[config.mk]
export PLATFORM = sky130hd
export DESIGN_NAME = fetch_sequencer_flat
export DESIGN_NICKNAME = d
export VERILOG_FILES = /design/src/rtl/fetch_sequencer_if.sv /design/src/rtl/fetch_sequencer.sv /design/src/flat_wrapper.sv
export SDC_FILE = /design/constraint.sdc
export NUM_CORES = 1
export LEC_CHECK = 0
export BUFFER_PORTS_ARGS = -buffer_cell sky130_fd_sc_hd__buf_2
export CORE_ASPECT_RATIO = 0.75
export CORE_MARGIN = 2
export CORE_UTILIZATION = 55
export CTS_BUF_LIST = sky130_fd_sc_hd__clkbuf_16
export DETAILED_ROUTE_END_ITERATION = 16
export GPL_ROUTABILITY_DRIVEN = 0
export PLACE_DENSITY_LB_ADDON = 0.1
export SLEW_MARGIN = 5
export SYNTH_ARGS = -nofsm -noshare
export SYNTH_HDL_FRONTEND = slang
export SYNTH_SLANG_ARGS = --single-unit
[constraint.sdc]
create_clock -name clock -period 4.8 [get_ports clock]
set_clock_uncertainty 0.1 [all_clocks]
set_input_delay 0.24 -clock clock [delete_from_list [all_inputs] [get_ports clock]]
set_output_delay 0.24 -clock clock [all_outputs]
set_load 0.005 [all_outputs]
[src/rtl/fetch_sequencer_if.sv]
// Fetch-path handshake bundle between the fetch sequencer, instruction memory
// and the execute stage. The sequencer side is the master modport.
interface fetch_sequencer_if #(
    parameter int unsigned ADDR_SIZE = 16
) ();

    // Instruction-memory read channel
    logic                 mem_req;
    logic [ADDR_SIZE-1:0] mem_addr;
    logic                 mem_ready;

    // Instruction-register capture strobe towards fetch_instruction
    logic                 fetch_enable;

    // Execute-stage handshake and branch redirect
    logic                 exec_start;
    logic                 exec_done;
    logic                 branch_taken;
    logic [ADDR_SIZE-1:0] branch_target;

    modport master (
        output mem_req,
        output mem_addr,
        output fetch_enable,
        output exec_start,
        input  mem_ready,
        input  exec_done,
        input  branch_taken,
        input  branch_target
    );

    modport slave (
        input  mem_req,
        input  mem_addr,
        input  fetch_enable,
        input  exec_start,
        output mem_ready,
        output exec_done,
        output branch_taken,
        output branch_target
    );

endinterface

[src/rtl/fetch_sequencer.sv]
// Control FSM for the instruction fetch path: sequences the PC, issues
// instruction-memory reads, strobes the instruction register, hands off to
// execute, bounds memory wait states and counts retired instructions.
module fetch_sequencer #(
    parameter int unsigned          WORD_SIZE    = 16,
    parameter int unsigned          ADDR_SIZE    = 16,
    parameter logic [ADDR_SIZE-1:0] RESET_PC     = '0,
    parameter int unsigned          WAIT_TIMEOUT = 15
) (
    input  logic                 clock,
    input  logic                 reset_n,
    input  logic                 start,
    input  logic                 halt,
    fetch_sequencer_if.master    bus,
    output logic [ADDR_SIZE-1:0] pc,
    output logic [15:0]          retired,
    output logic                 busy,
    output logic                 fault,
    output logic [2:0]           state
);

    localparam int unsigned RETIRED_W = 16;
    localparam int unsigned WAIT_W    = 8;
    // Last wait-counter value tolerated before the fetch is declared dead
    localparam logic [WAIT_W-1:0] WAIT_LAST = WAIT_W'(WAIT_TIMEOUT - 1);

    typedef enum logic [2:0] {
        S_IDLE   = 3'd0,
        S_FETCH  = 3'd1,
        S_DECODE = 3'd2,
        S_EXEC   = 3'd3,
        S_FAULT  = 3'd4
    } state_t;

    state_t                 state_q;
    state_t                 state_d;

    logic [ADDR_SIZE-1:0]   pc_q;
    logic [RETIRED_W-1:0]   retired_q;
    logic [WAIT_W-1:0]      wait_q;
    logic                   halt_pending_q;

    // Registered Moore strobes, loaded from the next-state decode
    logic                   mem_req_q;
    logic                   exec_start_q;
    logic                   busy_q;
    logic                   fault_q;

    logic                   mem_req_d;
    logic                   exec_start_d;
    logic                   busy_d;
    logic                   fault_d;

    // Combinational qualifiers
    logic                   fetch_enable_c;
    logic                   retire_c;
    logic                   wait_inc_c;

    // State register and registered Moore outputs
    always_ff @(posedge clock or negedge reset_n) begin
        if (!reset_n) begin
            state_q      <= S_IDLE;
            mem_req_q    <= 1'b0;
            exec_start_q <= 1'b0;
            busy_q       <= 1'b0;
            fault_q      <= 1'b0;
        end else begin
            state_q      <= state_d;
            mem_req_q    <= mem_req_d;
            exec_start_q <= exec_start_d;
            busy_q       <= busy_d;
            fault_q      <= fault_d;
        end
    end

    // Next-state decode; a halt request only takes effect at the retire point
    always_comb begin
        state_d    = state_q;
        retire_c   = 1'b0;
        wait_inc_c = 1'b0;
        unique case (state_q)
            S_IDLE: begin
                if (start) begin
                    state_d = S_FETCH;
                end
            end
            S_FETCH: begin
                // Data arriving on the timeout cycle still wins over the fault
                if (bus.mem_ready) begin
                    state_d = S_DECODE;
                end else if (wait_q == WAIT_LAST) begin
                    state_d = S_FAULT;
                end else begin
                    wait_inc_c = 1'b1;
                end
            end
            S_DECODE: begin
                state_d = S_EXEC;
            end
            S_EXEC: begin
                if (bus.exec_done) begin
                    retire_c = 1'b1;
                    state_d  = (halt_pending_q || halt) ? S_IDLE : S_FETCH;
                end
            end
            S_FAULT: begin
                state_d = S_FAULT;
            end
            default: begin
                state_d = S_IDLE;
            end
        endcase
    end

    // Output decode: Moore strobes for the coming state, Mealy capture strobe
    always_comb begin
        mem_req_d      = 1'b0;
        exec_start_d   = 1'b0;
        busy_d         = 1'b0;
        fault_d        = 1'b0;
        fetch_enable_c = 1'b0;
        unique case (state_d)
            S_FETCH: begin
                mem_req_d = 1'b1;
                busy_d    = 1'b1;
            end
            S_DECODE: begin
                exec_start_d = 1'b1;
                busy_d       = 1'b1;
            end
            S_EXEC: begin
                busy_d = 1'b1;
            end
            S_FAULT: begin
                fault_d = 1'b1;
            end
            default: begin
                busy_d = 1'b0;
            end
        endcase
        // Capture on the same edge that memory presents the word
        fetch_enable_c = mem_req_q & bus.mem_ready;
    end

    // PC, retire counter, wait counter and pending-halt bookkeeping
    always_ff @(posedge clock or negedge reset_n) begin
        if (!reset_n) begin
            pc_q           <= RESET_PC;
            retired_q      <= '0;
            wait_q         <= '0;
            halt_pending_q <= 1'b0;
        end else begin
            if (retire_c) begin
                pc_q      <= bus.branch_taken ? bus.branch_target
                                              : pc_q + ADDR_SIZE'(1);
                retired_q <= retired_q + RETIRED_W'(1);
            end

            // Counter only runs while a fetch stalls, so every FETCH entry starts at 0
            if (wait_inc_c) begin
                wait_q <= wait_q + WAIT_W'(1);
            end else begin
                wait_q <= '0;
            end

            if (state_d == S_IDLE) begin
                halt_pending_q <= 1'b0;
            end else if (halt && busy_q) begin
                halt_pending_q <= 1'b1;
            end
        end
    end

    // Invariants on the strobes and parameter range
    always_ff @(posedge clock) begin
        if (reset_n) begin
            assert (WAIT_TIMEOUT >= 1 && WAIT_TIMEOUT <= 255 && WORD_SIZE > 0)
                else $error("fetch_sequencer: parameter out of range");
            assert (!fetch_enable_c || state_q == S_FETCH)
                else $error("fetch_sequencer: capture strobe outside FETCH");
            assert (mem_req_q == (state_q == S_FETCH))
                else $error("fetch_sequencer: mem_req out of step with state");
            assert (exec_start_q == (state_q == S_DECODE))
                else $error("fetch_sequencer: exec_start out of step with state");
            assert (fault_q == (state_q == S_FAULT))
                else $error("fetch_sequencer: fault out of step with state");
        end
    end

    assign bus.mem_req      = mem_req_q;
    assign bus.mem_addr     = pc_q;
    assign bus.fetch_enable = fetch_enable_c;
    assign bus.exec_start   = exec_start_q;

    assign pc      = pc_q;
    assign retired = retired_q;
    assign busy    = busy_q;
    assign fault   = fault_q;
    assign state   = state_q;

endmodule

[src/flat_wrapper.sv]
// flat-port wrapper written by rule: the top's interface ports become plain ports
module fetch_sequencer_flat 
#(
    parameter int unsigned          WORD_SIZE    = 16,
    parameter int unsigned          ADDR_SIZE    = 16,
    parameter logic [ADDR_SIZE-1:0] RESET_PC     = '0,
    parameter int unsigned          WAIT_TIMEOUT = 15
)
  (clock, reset_n, start, halt, pc, retired, busy, fault, state, bus_mem_req, bus_mem_addr, bus_fetch_enable, bus_exec_start, bus_mem_ready, bus_exec_done, bus_branch_taken, bus_branch_target);
  fetch_sequencer_if #(.ADDR_SIZE(ADDR_SIZE)) bus_i ();
  input  logic clock;
  input  logic reset_n;
  input  logic start;
  input  logic halt;
  output logic [ADDR_SIZE-1:0] pc;
  output logic [15:0] retired;
  output logic busy;
  output logic fault;
  output logic [2:0] state;
  output wire logic [$bits(bus_i.mem_req)-1:0] bus_mem_req;
  output wire logic [$bits(bus_i.mem_addr)-1:0] bus_mem_addr;
  output wire logic [$bits(bus_i.fetch_enable)-1:0] bus_fetch_enable;
  output wire logic [$bits(bus_i.exec_start)-1:0] bus_exec_start;
  input wire logic [$bits(bus_i.mem_ready)-1:0] bus_mem_ready;
  input wire logic [$bits(bus_i.exec_done)-1:0] bus_exec_done;
  input wire logic [$bits(bus_i.branch_taken)-1:0] bus_branch_taken;
  input wire logic [$bits(bus_i.branch_target)-1:0] bus_branch_target;
  assign bus_mem_req = bus_i.mem_req;
  assign bus_mem_addr = bus_i.mem_addr;
  assign bus_fetch_enable = bus_i.fetch_enable;
  assign bus_exec_start = bus_i.exec_start;
  assign bus_i.mem_ready = bus_mem_ready;
  assign bus_i.exec_done = bus_exec_done;
  assign bus_i.branch_taken = bus_branch_taken;
  assign bus_i.branch_target = bus_branch_target;
  fetch_sequencer #(.WORD_SIZE(WORD_SIZE), .ADDR_SIZE(ADDR_SIZE), .RESET_PC(RESET_PC), .WAIT_TIMEOUT(WAIT_TIMEOUT)) u_core (.clock(clock), .reset_n(reset_n), .start(start), .halt(halt), .bus(bus_i), .pc(pc), .retired(retired), .busy(busy), .fault(fault), .state(state));
endmodule
==> metrics.cfg, run 1 <==
[placed_design]
placed_area_um2 = 2900
dp.cells = 379
io_buffer_count = 78
hpwlAfterDp_um = 3920

[power_and_ir_drop]
p_leak_nw = 1.46
ir_worst_vdd_mv = 0.305
power.total_mw = 1.48
power_density_nw_per_um2 = 486

[worst_hold_path]
hold_class = in2async

[die]
die_y_um = 63.6
rows = 21
die_area_um2 = 5320
io_pins = 79
core_area_um2 = 4520
start_util = 0.577
die_width_um = 83.5

[worst_setup_path]
critical-path-slowest-cell = dfrtp_1
path_class = reg2reg
cp-end-kind = flip-flop
path_cells = nand4b_4 -> nor4_2 -> nand3_1 -> xnor2_1
cp.arrival_ns = 2.03
worstPathRequired_ns = 4.88
cpPeakStageDelay_ns = 0.55
startpoint_type = flip-flop
worstPathMaxFanout = 22

[timing]
setup_viol = 0
worst_pin_slew_ns = 1.04
slew_headroom = 0.307
timing.setup.tns_ns = 0
hold_viol_final = 0
hold_ws_ns = 0.0288
rsz0062_at_grt = false
fmax_mhz = 511
slew_viol_final = 0
min_period_ns = 1.96
period_share = 0.408

[yosys]
synthArstFlopShare = 1.00
syn_nets = 298
yosys_register_bits = 48
synth-edff-count = 0
synth_area_um2 = 2610
yosysWarningCount = 0
syn_inst = 271
ys.flop_type = dfrtp_1
synthTopCellsByArea = dfrtp_1 46%, buf_4 4.6%, xnor2_1 4.4%
synth_area_leader_cell = dfrtp_1
yosys.cell_types.count = 51
yosysTopAreaCellShare = 0.460
post-synth-top-count-cell = dfrtp_1
syn_avg_cell_area_um2 = 9.63
seq_area_frac_synth = 0.460
synthTopCellsByCount = 48 x dfrtp_1, 22 x nand2_1, 21 x nor2_1, 17 x a21oi_1, 16 x buf_4

[clock_network]
ctsHtreeMaxLevel = 2
cts_setup_buffers = 0
clk_pin_slew_ns = 0.07
cts_resized = 0
tritoncts = done
root_buffer = clkbuf_16
cts_max_path_buffers = 2
clock_latency_ns = 0.29
cts_hold_buf = 0
cts_buffers = 5
clock_sinks = 48

[drt]
drc = 0
num_vias = 2141
ant_nets = 0
drt-initial-drc-count = 129
first_pass_iters = 5
vias_per_cell = 5.53
drt_wl_total_um = 5610
post_drt_wl_per_cell_um = 14.5

[grt]
grt_pass1_vias = 1913
grt.total_usage = 0.223
grt_pass1_wl_um = 9530
overflow = 0
grt_max_degree = 49
antenna_found_initial = 0

[cells_and_area]
design_area_um2 = 3050
n_antenna_cell = 0
fillers = 368
drive_gt1_frac = 0.303
ff_latch_area_um2 = 1200
fin_cells = 387
multi_input_area_um2 = 1190
fin_nets = 356
syn2layout_area_growth_pct = 16.9

[run_status]
status = finished, final reports clean

[job]
drv_cap = 0

critical path, delay by kind of cell, from the launching register on:
kind / cells / cell delay, ns
DFF: 1 / 0.55
and+or+nand+nor: 3 / 1.03
xor gates and xnor gates: 1 / 0.15
state kept, by name, indices dropped and copies added, names as in the netlist:
signal and flops:
u_core.bus.exec_start 1, u_core.state 3, u_core.halt_pending_q 1, u_core.fault 1
u_core.bus.mem_req 1, u_core.busy 1, u_core.bus.mem_addr 16, u_core.wait_q 8
u_core.retired 16
per-layer routing:
metal	vias up	global-route usage	share of wire
met2	78	0.323	0.43
li1	1065	-	-
met5	-	0	0
met4	0	0.0423	0.0057
met1	993	0.345	0.51
met3	5	0.0485	0.060
cell usage in the layout, fill, tap and decap left out, types with 3 or more instances in the layout:
cell type	Yosys	layout
nand2_1	22	22
o21ai_0	12	12
ha_1	4	4
clkbuf_16	0	5
nor4_2	3	3
nand4_1	7	7
and3_1	5	5
nor4_1	3	3
nor3b_1	3	3
buf_2	6	78
xor2_1	8	8
nor2_1	21	21
nor3_1	7	7
xnor2_1	13	13
dfrtp_1	48	48
a311oi_1	3	3
or4_1	3	3
o22ai_1	4	4
nand3_1	13	13
inv_1	13	13
a21oi_1	17	17
stage by stage:
step	worst slack, ns	util
6_report	2.84	0.675
5_1_grt	2.64	0.675
4_1_cts	2.84	0.675
3_5_place_dp	2.83	0.642
3_3_place_gp	2.92	0.642
2_1_floorplan	3.00	-
worst paths after layout:
| path | from | depth (start not counted) | slack [ns] | endpoint |
|---|---|---|---|---|
| max reg2reg | u_core.state[0]$_DFF_PN0_ | 4 | 2.84 | u_core.retired[12]$_DFFE_PN0P_ |
| min in group clock | bus_branch_target[14] | 3 | 0.11 | u_core.bus.mem_addr[14]$_DFFE_PN0P_ |
| max | u_core.state[0]$_DFF_PN0_ | 4 | 2.84 | u_core.retired[12]$_DFFE_PN0P_ |
| max in group asynchronous | reset_n | 1 | 3.92 | u_core.retired[1]$_DFFE_PN0P_ |
| min reg2reg | u_core.retired[15]$_DFFE_PN0P_ | 1 | 0.38 | u_core.retired[15]$_DFFE_PN0P_ |
| min | reset_n | 1 | 0.03 | u_core.busy$_DFF_PN0_ |
layout make-up:
| type | count | share of cell area |
|---|---|---|
| flip-flops and latches | 48 | 0.394 |
| multi-input cells | 183 | 0.390 |
| repair buffers | 78 | 0.128 |
| clock buffers | 5 | 0.0410 |
| well taps | 57 | 0.0234 |
| inverters | 13 | 0.0160 |
| clock inverters | 3 | 0.00779 |
report_power, final:
group	switching (mW)	internal [mW]
Clock	0.159	0.194
Sequential	0.161	0.506
Combinational	0.240	0.224
cells by family (layout without fill, tap and decap cells):
| kind of cell | count (synthesis) | after routing | share of synthesized area |
|---|---|---|---|
| and+or+nand+nor | 105 | 105 | 0.234 |
| DFF | 48 | 48 | 0.460 |
| adders and majority gates | 4 | 4 | 0.0192 |
| muxes | 2 | 2 | 0.00767 |
| buffers and inverters | 40 | 99 | 0.0835 |
| AOI/OAI and AO/OA | 51 | 51 | 0.125 |
| xor gates and xnor gates | 21 | 21 | 0.0705 |
Note: power is estimated with default switching activity, not from simulation.
==> run 2: changes to the inputs <==
- CORE_UTILIZATION: 55 -> 51
- clock period: 4.8 -> 1.9 ns (I/O delays scaled with it)
==> run 2 against run 1 <==
Setup slack lost 2.7 ns; sequential share of layout area fell by 2.4 points; hold slack got worse by 0.027 ns; final cell count up 5.2%; sequential power grew 140%; die area grew 7.4%; critical endpoint is now u_core.bus.mem_addr[8]$_DFFE_PN0P_; highest routed layer unchanged; largest cell class is now multi-input gates; global-route usage fell by 0.71 points; register-to-register slack got worse by 2.7 ns.
==> metrics.cfg, run 2 (synthesis gave the netlist of run 1 again) <==
[die]
core_area_um2 = 4900
die_width_um = 86.6
rows = 22
io_pins = 79
die_area_um2 = 5710
die_y_um = 65.9
start_util = 0.532

[timing]
min_period_ns = 1.74
hold_viol_final = 0
slew_headroom = 0.619
setup_viol = 0
slew_viol_final = 0
timing.setup.tns_ns = 0
rsz0062_at_grt = false
fmax_mhz = 575
worst_pin_slew_ns = 0.572
period_share = 0.915

[worst_setup_path]
path_cells = ha_4 -> nand4_4 -> or3_2 -> o32ai_1 -> a22oi_1
cp.depth = 5
path_class = reg2reg
critical-path-slowest-cell = or3_2
cp-end-kind = flip-flop
r2r-start = u_core.bus.mem_addr[0]$_DFFE_PN0P_
startpoint_type = flip-flop
worstPathRequired_ns = 1.96
endpoint = u_core.bus.mem_addr[8]$_DFFE_PN0P_
cpPeakStageDelay_ns = 0.47
r2r_cells = 5
startpoint = u_core.bus.mem_addr[0]$_DFFE_PN0P_
worstReg2RegEnd = u_core.bus.mem_addr[8]$_DFFE_PN0P_
path_buf_inv = 0
cp.arrival_ns = 1.80
worstPathMaxFanout = 8
cp_top_family = simple AND/OR/NAND/NOR gates
r2r_setup_slack_ns = 0.16

[cells_and_area]
fin_nets = 373
final_common_cell = buf_2
layout_common_cells = 78 x buf_2, 48 x dfrtp_1, 22 x nand2_1
design_area_um2 = 3240
syn2layout_area_growth_pct = 24.4
n_antenna_cell = 0
fillers = 431
drive_gt1_frac = 0.329

[clock_network]
cts_buffers = 5
clock_sinks = 48
ctsHtreeMaxLevel = 2
root_buffer = clkbuf_16
clk_pin_slew_ns = 0.07
cts_setup_buffers = 0
tritoncts = done
cts_max_path_buffers = 2
clock_latency_ns = 0.28

[power_and_ir_drop]
power_density_nw_per_um2 = 1240
p_leak_nw = 1.56
ir_worst_vdd_mv = 0.654

[drt]
post_drt_wl_per_cell_um = 14.2
vias_per_cell = 5.49
ant_nets = 0
drc = 0
num_vias = 2234
drt-initial-drc-count = 125
first_pass_iters = 4
drt_wl_total_um = 5790

[grt]
grt_pass1_vias = 2044
antenna_found_initial = 0
grt_max_degree = 26
grt_pass1_wl_um = 9680
overflow = 0
grt.total_usage = 0.215

[run_status]
status = finished, final reports clean

[job]
drv_cap = 0

[worst_hold_path]
hold_class = in2reg
worstHoldStart = bus_branch_target[5]

[placed_design]
io_buffer_count = 78
hpwlAfterDp_um = 4120
placed_area_um2 = 3010

## run 2: cell type report
cell class | instances | area [um^2] | share of cell area
clock buffers | 5 | 125 | 0.0386
clock inverters | 3 | 46.3 | 0.0143
inverters | 13 | 48.8 | 0.0150
multi-input cells | 183 | 1200 | 0.371
flip-flops and latches | 48 | 1200 | 0.370
well taps | 60 | 75.1 | 0.0231
repair buffers | 95 | 543 | 0.167
## run 2: how the worst min path moves through the flow
stage	to	slack, ns	cells past startpoint
after floorplan	u_core.bus.exec_start$_DFF_PN0_	-0.30	0
after global placement	u_core.bus.exec_start$_DFF_PN0_	0.03	1
after detailed placement	u_core.bus.exec_start$_DFF_PN0_	0.02	1
after CTS	u_core.bus.mem_addr[5]$_DFFE_PN0P_	0.006	3
after global routing	u_core.bus.exec_start$_DFF_PN0_	0.02	2
final	u_core.bus.mem_addr[5]$_DFFE_PN0P_	0.002	3
## run 2: timing repair
| item | in CTS | in global routing |
|---|---|---|
| gates resized for setup | 0 | 3 |
| hold endpoints to repair | 28 | 0 |
| setup endpoints to repair | 0 | 2 |
| hold buffers | 5 | 0 |
## run 2: layer usage
layer	vias up	part of all wire	GRT usage
met5	-	0	0
met4	0	0.0047	0.0430
met3	2	0.064	0.0462
met2	76	0.43	0.308
met1	1060	0.50	0.335
li1	1096	-	-
## run 2: tightest hold or removal path, stage by stage
cell,delay (ns)
buf_2,0.08
a21oi_1,0.06
o21bai_1,0.12
## run 2: stage by stage
| step | power (mW) | utilization | worst slack, ns | hold WS [ns] | instances |
|---|---|---|---|---|---|
| 2_1_floorplan | 2.49 | - | 0.0972 | -0.301 | 271 |
| 3_3_place_gp | 2.96 | 0.614 | 0.149 | 0.0339 | 394 |
| 3_5_place_dp | 2.98 | 0.614 | 0.106 | 0.0248 | 394 |
| 4_1_cts | 4.02 | 0.659 | 0.0900 | 0.00647 | 407 |
| 5_1_grt | 4.30 | 0.662 | 0.0395 | 0.0235 | 407 |
| 6_report | 4.01 | 0.662 | 0.161 | 0.00197 | 407 |
## run 2: where the power goes
part	internal [mW]	leakage, nW	switching (mW)
sequential	1.28	0.609	0.355
clock	0.625	0.0804	0.382
combinational	0.674	0.873	0.695
total	2.58	1.56	1.43
